**src/rtl/regfile_2r1w.sv**
```systemverilog
// Two-read / one-write register file with registered read data and a power-up clear sweep.
// Optional macro REGFILE_ZERO_REG_EN makes entry 0 a hard-wired zero register.
module regfile_2r1w #(
    parameter int DATA_W = 32,
    parameter int ADDR_W = 5
) (
    input  logic              clk,
    input  logic              rst_n,
    input  logic              cs_n,
    input  logic              clr,
    input  logic              we,
    input  logic [ADDR_W-1:0] waddr,
    input  logic [DATA_W-1:0] wdata,
    input  logic              re,
    input  logic [ADDR_W-1:0] raddr_a,
    input  logic [ADDR_W-1:0] raddr_b,
    output logic [DATA_W-1:0] rdata_a,
    output logic [DATA_W-1:0] rdata_b,
    output logic              rvalid,
    output logic              ready
);

    localparam int DEPTH = 2 ** ADDR_W;

    typedef enum logic {
        CLEAR,
        RUN
    } state_t;

    state_t            state;
    state_t            state_nxt;
    logic [ADDR_W-1:0] clr_cnt;
    logic [ADDR_W-1:0] clr_cnt_nxt;
    logic [DATA_W-1:0] mem [DEPTH];
    logic              wr_ok;
    logic              rd_ok;
    logic [DATA_W-1:0] rd_a_nxt;
    logic [DATA_W-1:0] rd_b_nxt;

    assign ready = (state == RUN);

    always_ff @(posedge clk or negedge rst_n) begin
        if (!rst_n) begin
            state   <= CLEAR;
            clr_cnt <= '0;
        end else begin
            state   <= state_nxt;
            clr_cnt <= clr_cnt_nxt;
        end
    end

    always_comb begin
        state_nxt   = state;
        clr_cnt_nxt = clr_cnt;
        case (state)
            CLEAR: begin
                if (clr) begin
                    clr_cnt_nxt = '0;
                end else if (&clr_cnt) begin
                    state_nxt   = RUN;
                    clr_cnt_nxt = '0;
                end else begin
                    clr_cnt_nxt = clr_cnt + 1'b1;
                end
            end
            RUN: begin
                if (clr) begin
                    state_nxt   = CLEAR;
                    clr_cnt_nxt = '0;
                end
            end
            default: begin
                state_nxt   = CLEAR;
                clr_cnt_nxt = '0;
            end
        endcase
    end

    // A soft clear in the same cycle drops any access.
    always_comb begin
        wr_ok = ready && !cs_n && we && !clr;
        rd_ok = ready && !cs_n && re && !clr;
`ifdef REGFILE_ZERO_REG_EN
        if (waddr == '0) begin
            wr_ok = 1'b0;
        end
`endif
    end

    always_comb begin
        rd_a_nxt = '0;
        rd_b_nxt = '0;
        if (rd_ok) begin
            rd_a_nxt = (wr_ok && (waddr == raddr_a)) ? wdata : mem[raddr_a];
            rd_b_nxt = (wr_ok && (waddr == raddr_b)) ? wdata : mem[raddr_b];
`ifdef REGFILE_ZERO_REG_EN
            if (raddr_a == '0) begin
                rd_a_nxt = '0;
            end
            if (raddr_b == '0) begin
                rd_b_nxt = '0;
            end
`endif
        end
    end

    always_ff @(posedge clk or negedge rst_n) begin
        if (!rst_n) begin
            rdata_a <= '0;
            rdata_b <= '0;
            rvalid  <= 1'b0;
        end else begin
            rdata_a <= rd_a_nxt;
            rdata_b <= rd_b_nxt;
            rvalid  <= rd_ok;
        end
    end

    // The array has no reset; the CLEAR sweep zeroes it one entry per cycle.
    always_ff @(posedge clk) begin
        if (state == CLEAR) begin
            mem[clr_cnt] <= '0;
        end else if (wr_ok) begin
            mem[waddr] <= wdata;
        end
    end

endmodule

```
**config.mk**
```make
export PLATFORM = sky130hd
export DESIGN_NAME = regfile_2r1w
export DESIGN_NICKNAME = d
export VERILOG_FILES = /design/src/rtl/regfile_2r1w.sv
export SDC_FILE = /design/constraint.sdc
export NUM_CORES = 1
export LEC_CHECK = 0
export CAP_MARGIN = 10
export CORE_ASPECT_RATIO = 0.7
export CORE_UTILIZATION = 45
export DETAILED_ROUTE_END_ITERATION = 6
export PLACE_DENSITY = 0.68
export SLEW_MARGIN = 40
export SYNTH_ARGS = -nofsm -noshare
export SYNTH_HDL_FRONTEND = slang
export SYNTH_SLANG_ARGS = --single-unit
```
**constraint.sdc**
```tcl
create_clock -name clk -period 5.8 [get_ports clk]
set_input_delay 0.58 -clock clk [delete_from_list [all_inputs] [get_ports clk]]
set_output_delay 0.58 -clock clk [all_outputs]
set_load 0.005 [all_outputs]
```
-- Word-level counts from Yosys, hierarchy flattened
Memories as Yosys holds them, arrays and structs flattened.
Index checks and enable logic that the tools add are counted.
- $mul: 0
- multiplexer cells: 19
- shift-type cells: 0
- reductions and logical operators: 11
- $lt $le $gt $ge: 0
- add/sub/neg operators: 1
- bitwise operators: 1
- equality and inequality tests: 3
- div/mod/pow operators: 0
- operator list (cell ; count):
    $mux 32 ; 5
    $reduce_or 32->1 ; 1
    $mux 5 ; 4
    $eq 5x5->1 ; 2
    $pmux 5 s2 ; 1
    $mux 1 ; 8
    $logic_and 1x1->1 ; 7
    $add 5x1->5 const B ; 1
    $reduce_and 5->1 ; 1
    $logic_not 1->1 ; 2
    $ne 2x2->1 const B ; 1
    $pmux 1 s2 ; 1
    $not 1->1 ; 1
- register bits: 71
- latch bits: 0
- output and inout bits: 66
- memory bits (read-only): 0
- word-level logic and storage cells: 41
- memories kept: 1
- memory bits (writable): 1024
- input bits: 53
- memory list (memory ; depth ; bits a word ; rd ports ; clocked after Yosys merged registers in ; wr ports ; RTL line ; source):
    mem ; 32 ; 32 ; 2 ; 0 ; 1 ; 34 ; logic [DATA_W-1:0] mem [DEPTH];

-- Longest topological paths before layout
Gate-level depths: netlist of the first run.
- depth after elaboration: 9
- gate-level depth with buffers: 11
- gate-level depth less buffers: 6

-- Worst setup path after synthesis of the first run
No wires, ideal clock.
- path type: input to register
- start: input port cs_n
- end: memory mem[4][0], enable pin
- setup time: 0.421 ns
- path slack: 2.257 ns
- required time: 5.379 ns
- path buffers: 2
- stages on the path: 7
- arrival time: 3.122 ns
- path through: and4bb_2 -> clkbuf_1 -> clkbuf_1 -> nand3b_1 -> o21ai_0 -> nand2_1 -> nor2_1
- word-level cells in the longest chain between the ends: 9
- elaborated cells on any way between the ends: 10
- classes of those cells: mux: 5; reduce/logical: 5
- ends and longest elaborated chain (element ; RTL line ; source):
    from (decl) ; 9 ; input logic cs_n,
    $logic_not 1->1 (*) ; 81 ; wr_ok = ready && !cs_n && we && !clr;
    $logic_and 1x1->1 (*) (3 in a row) ; 81 ;
    $mux 1 (*) ; 123 ; end else if (wr_ok) begin
    $mux 1 (*) ; 121 ; if (state == CLEAR) begin
    $mux 1 (implied by the code) (*) ; 124 ; mem[waddr] <= wdata;
    $reduce_or 32->1 (no line) ; -- ;
    $mux 5 (no line) or $mux 1 (tied branches) ; -- ;
    to (decl) ; 34 ;
Mark *: on every way between the ends. The rest lies on a longest branch, timed or not.

-- Final worst setup path of the first run
- start: register state (netlist: ready)
- end: memory mem[20][13], enable pin
- word-level cells in the longest chain between the ends: 8
- elaborated cells on any way between the ends: 10
- classes of those cells: mux: 6; reduce/logical: 4
- ends and longest elaborated chain (element ; RTL line ; source):
    from (decl) ; 30 ; state_t state;
    from (signal assigned) ; 47 ; state <= state_nxt;
    $logic_and 1x1->1 (3 in a row) ; 81 ;
    $mux 1 ; 123 ;
    $mux 1 ; 121 ;
    $mux 1 (implied by the code) ; 124 ;
    $reduce_or 32->1 (no line) ; -- ;
    $mux 5 (no line) or $mux 1 (tied branches) ; -- ;
Several ways; a longest one is shown, not always the timed one.

==> metrics.cfg, run 1 <==
[status]
status=complete, but fails checks
violations=DRC

[placed_design]
pre_cts_slack_ns=1.55
gp_congestion=0.905
portBuffers=118
placedInstanceArea_um2=54500
dpl.hpwl_mm=106

[route]
ant_nets=0
wl_mm=170
first_pass_iters=7
avgRoutedWirePerCell_um=36.9
via_per_inst=7.10
drt_iter0_markers=4973
dr_total_vias=32700
drc=23

[sta]
fin_crit_sh=0.654
max-slew-margin-rel=0.335
rsz0062_at_grt=no
setup_violations=0
timing.fmax_mhz=264
hold_viol_final=0
fin_worst_skew_ns=0.0326
fin_ws_ns=2.01
slew_violations=0
finalSetupTns_ns=0
worst_pin_slew_ns=0.990
worst_hold_slack_ns=0.402
fin_crit_ns=3.79

[synth]
synth_fp_nets=2934
ys_types=64
syn-cell-area_um2=51000
synth_cells=2879
synthMostInstantiatedCell=edfxtp_1
synth.top_cells.by_count=edfxtp_1 (1024), mux2i_1 (372), mux4_2 (310)
synth_top_cell_by_area=edfxtp_1
ys_top_cells_by_area=edfxtp_1 (60%), mux4_2 (14%), mux2i_1 (7.3%)
synth_flop_cell=edfxtp_1
synth_edf_count=1024
synth_seq_cells=1095
async_reset_ff_frac=0.0648
yosysWarnings=0
syn_area_per_cell_um2=17.7
yosysTopAreaCellShare=0.603
ys_seq_area_frac=0.638

[clock_tree]
hold_buffers=1
post_cts_buffers=0
insertion_delay_ns=0.74
numCtsBuffers=101
clkTransAtPathRegs_ns=0.07
cts_root_buf=clkbuf_16
tritoncts=yes
numClockSinks=1095
htree_levels=3
clk_path_buf_depth=3
cts_resized=0

[critical_path]
crit_required_ns=6.14
critical_path_class=flip-flop to flip-flop
cp-start-kind=flip-flop
crit_arrival_ns=4.14
path_max_fanout=29
end_kind=flip-flop

[global_route]
antenna_found_initial=3
grt_pass1_vias=32200
grtUsageTotal=0.295
grt_overflow=0
grt_pass1_wl_mm=240
grt_max_degree=66

[floorplan]
start_util=0.458
io_pins=119
rows=102
fp.coreArea_um2=111000
dieHeight_um=284
dieArea_um2=115000
dieWidth_um=404

[layout]
drive_above_1_share=0.228
syn2layout_area_growth_pct=13.9
fillers=8644
nets=3065
post-route-util=0.521
stdcell_area_um2=58100

[power]
p_leak_nw=21.2
power.density_nw_per_um2=290
ir_drop_uv=237

[run]
max_cap_violations=0

[worst_hold_path]
min_path_type=input port to asynchronous set/reset pin

## routing by layer
metal	GRT usage	part of all wire
met2	0.407	0.42
met5	0	0.000053
met1	0.429	0.38
met3	0.105	0.16
met4	0.106	0.040
## sequential cells by signal, summed over array words and instances, names as in the netlist
signal,cells
rdata_a,32
clr_cnt,5
rvalid,1
ready,1
rdata_b,32
mem,1024
## power breakdown
group / total (mW) / internal [mW] / switching, mW
combinational: 1.22 / 0.447 / 0.776
clock: 6.97 / 3.89 / 3.08
sequential: 8.64 / 8.60 / 0.0399
## cell type report
type | instances | area [um^2] | area share
clock inverter | 53 | 619 | 0.0107
multi-input combinational | 1552 | 17400 | 0.299
tap | 1508 | 1890 | 0.0325
inverter | 7 | 28.8 | 0.000496
clock buffer | 137 | 2790 | 0.0481
sequential | 1095 | 32500 | 0.560
timing repair buffer | 253 | 2820 | 0.0485
antenna | 6 | 15.0 | 0.000259
## worst max-delay path, cell delays in order (launching register included)
cell      delay, ns
dfrtp_1        0.60
and4bb_2       0.77
mux2i_1        0.47
nand2_1        0.33
nor2_4         0.58
buf_4          0.58
## worst paths after layout
path	start	to	slack, ns	depth (start not counted)
setup / recovery	ready	mem[20][13]	2.01	5
hold / removal	rst_n	clr_cnt[3]	0.40	2
setup reg to reg	ready	mem[20][13]	2.01	5
hold reg to reg	clr_cnt[0]	clr_cnt[0]	0.65	2
max in group asynchronous	rst_n	rdata_a[3]	4.32	3
min in group clk	raddr_b[4]	rdata_b[16]	0.40	3
## cell families after synthesis
kind of cell               after synthesis  synth area share
buffers and inverters                  232            0.0286
and+or+nand+nor                        257            0.0251
AOI/OAI and AO/OA                      567            0.0808
xor gates and xnor gates                10           0.00172
adders and majority gates                2          0.000491
muxes                                  716             0.225
DFF                                   1095             0.638
## cells in the final DEF, fill, tap and decap left out, types with 31 or more instances in the layout
| master | instances |
|---|---|
| a21oi_1 | 111 |
| edfxtp_1 | 1024 |
| buf_4 | 92 |
| mux2i_1 | 372 |
| a221oi_1 | 118 |
| nor2_4 | 38 |
| mux4_2 | 310 |
| nand2_1 | 60 |
| o21ai_0 | 79 |
| and2_2 | 31 |
| clkdlybuf4s50_1 | 108 |
| a22oi_1 | 72 |
| clkbuf_16 | 102 |
| dfrtp_1 | 71 |
## metrics by stage
| stage | power (mW) | cells |
|---|---|---|
| floorplan | 9.53 | 2879 |
| global placement | 9.95 | 4387 |
| detailed placement | 9.98 | 4408 |
| CTS | 16.8 | 4599 |
| global route | 17.2 | 4605 |
| finish | 16.8 | 4611 |
No activity file was read; power rests on OpenSTA's default activity.
==> run 2, diff against run 1 <==
PLACE_DENSITY = 0.7   (was 0.68)
clock period = 3.18 ns   (was 5.8 ns; I/O delays follow)
==> run 2 against run 1 <==
  * The flow now finishes without violations
  * Register-to-register slack got worse by 1.5 ns
  * Hold slack got worse by 0.25 ns
  * Wire length rose by 2.4%
  * Non-clock buffer count rose by 90
  * Critical path depth did not move
  * Via count rose by 1.6%
  * Sequential share of layout area fell by 0.85 points
  * Clock skew rose by 0.0016 ns
  * Total power rose by 86%
  * Cell area rose by 1.5%
  * First-iteration DRC count rose by 12%
  * Fmax rose by 42%
==> metrics.cfg, run 2 (synthesized netlist as in run 1, its figures left out) <==
[sta]
worst_hold_slack_ns=0.153  ; -0.249 ns
finalSetupTns_ns=0  ; unchanged
setup_violations=0  ; unchanged
fin_worst_skew_ns=0.0342  ; +0.00156 ns
fin_crit_sh=0.839  ; +0.185
timing.fmax_mhz=375  ; +42%
hold_viol_final=0  ; unchanged
worst_pin_slew_ns=0.850  ; -0.140 ns
slew_violations=0  ; unchanged
max-slew-margin-rel=0.433  ; +0.0978
fin_crit_ns=2.67  ; -1.13 ns
rsz0062_at_grt=no

[floorplan]
rows=102  ; unchanged
dieWidth_um=404  ; unchanged
io_pins=119  ; unchanged
start_util=0.458  ; unchanged
dieHeight_um=284  ; unchanged
dieArea_um2=115000  ; unchanged
fp.coreArea_um2=111000  ; unchanged

[placed_design]
gp_congestion=0.913  ; +0.95%
dpl.hpwl_mm=109  ; +2.2%
portBuffers=118  ; unchanged

[route]
wl_mm=174  ; +2.4%
dr_total_vias=33300  ; +1.6%
drc=0  ; -100%
via_per_inst=7.07  ; -0.39%
drt_iter0_markers=5577  ; +12%
first_pass_iters=6  ; -1
ant_nets=0  ; unchanged
avgRoutedWirePerCell_um=37.1  ; +0.47%

[critical_path]
rr_endpoint=mem[3][10]
reg2reg_slack_ns=0.51  ; -1.49 ns
end_kind=flip-flop
critPathBufInv=1  ; unchanged
cp-start-kind=flip-flop
cpLargestDelayFamily=simple AND/OR/NAND/NOR gates
path_cells=and4bb_2 > mux2i_1 > nand2_1 > nor2_4 > buf_4
reg2regPathDepth=5  ; unchanged
crit_arrival_ns=3.01  ; -1.13 ns
critical_path_class=flip-flop to flip-flop
path_max_fanout=20  ; -31%
critical-path-max-stage-delay_ns=0.54  ; -0.23 ns
worstReg2RegStart=ready
crit_required_ns=3.52  ; -2.62 ns
cpMaxStageDelayCell=and4bb_2

[global_route]
grt_pass1_wl_mm=245  ; +2.4%
grt_overflow=0  ; unchanged
antenna_found_initial=4  ; +1
grt_max_degree=72  ; +9.1%
grtUsageTotal=0.302  ; +0.00673
grt_pass1_vias=32700  ; +1.4%

[worst_hold_path]
min_path_type=input port to asynchronous set/reset pin

[clock_tree]
cts_root_buf=clkbuf_16
cts_resized=0  ; unchanged
numCtsBuffers=103  ; +2.0%
post_cts_buffers=0  ; unchanged
htree_levels=3  ; unchanged
insertion_delay_ns=0.72  ; -0.02 ns
clk_path_buf_depth=3  ; unchanged
numClockSinks=1095  ; unchanged
clkTransAtPathRegs_ns=0.07  ; about the same
tritoncts=yes

[power]
ir_drop_uv=418  ; +77%
power.density_nw_per_um2=530  ; +83%
p_leak_nw=21.8  ; +2.5%

[layout]
nets=3157  ; +3.0%
syn2layout_area_growth_pct=15.6
layout_common_cells=edfxtp_1 (1024), mux2i_1 (372), mux4_2 (310), buf_4 (168), a221oi_1 (120)
regMostFlops=mem
largest_reg_flops=1024  ; unchanged
final_common_cell=edfxtp_1
drive_above_1_share=0.240  ; +0.0117
top_regs=mem x1024, rdata_a x32, rdata_b x32
fillers=8603  ; -0.47%

[status]
status=complete, no violations

[run]
max_cap_violations=0  ; unchanged

[run 2: cell types whose count changed in the layout (fill, tap and decap cells not counted), moves of 5 or more]
cell	delta
diode_2	-5
buf_4	+76
buf_12	+41
and2_2	-31
clkbuf_16	+5
and2_1	+31
buf_8	-10
buf_16	-14
[run 2: per-layer routing]
layer,part of all wire,GRT usage,up-vias
met1,0.38,0.442,17200
met2,0.42,0.417,2971
li1,-,-,12700
met3,0.17,0.110,402
met4,0.035,0.0969,4
met5,0.00015,0,-
[run 2: power by group]
group          switching [mW]  internal (mW)
combinational            1.46          0.872
sequential             0.0674           15.7
clock                    5.60           7.56
[run 2: through the flow]
stage | power, mW | setup WS (ns) | instances | util | cell area (um^2)
6_report | 31.2 | 0.513 | 4701 | 0.529 | 59000
5_1_grt | 31.9 | 0.452 | 4700 | 0.529 | 59000
4_1_cts | 31.2 | 0.580 | 4700 | 0.529 | 59000
3_5_place_dp | 18.3 | 0.0416 | 4504 | 0.497 | 55400
3_3_place_gp | 18.3 | 0.00225 | 4503 | 0.497 | 55400
2_1_floorplan | 17.4 | -0.102 | 2879 | - | 51000
[run 2: what timing repair did]
item	CTS	global route
hold buffers	1	0
setup endpoints to repair	0	0
endpoints found under the hold margin	71	0
[run 2: tightest hold or removal path: stages]
cell and delay, ns:
dlygate4sd3_1 0.52, buf_4 0.11, buf_12 0.34
[run 2: final cells by class]
class / instances / area, um^2 / area share
clock buffers: 136 / 2860 / 0.0484
repair buffers: 343 / 3640 / 0.0618
well taps: 1508 / 1890 / 0.0320
diodes: 1 / 2.50 / 0.0000424
inverters: 7 / 26.3 / 0.000446
multi-input cells: 1552 / 17300 / 0.294
flip-flops and latches: 1095 / 32500 / 0.552
clock inverters: 59 / 713 / 0.0121
[run 2: how the worst max path moves through the flow]
stage / start / to / slack [ns] / cells past startpoint
2_1_floorplan: ready / mem[4][0] / -0.10 / 7
3_3_place_gp: clr / mem[3][24] / 0.002 / 6
6_report: ready / mem[3][10] / 0.51 / 5
3_5_place_dp: clr / mem[3][24] / 0.04 / 6
5_1_grt: ready / mem[3][10] / 0.45 / 5
4_1_cts: ready / mem[2][0] / 0.58 / 5
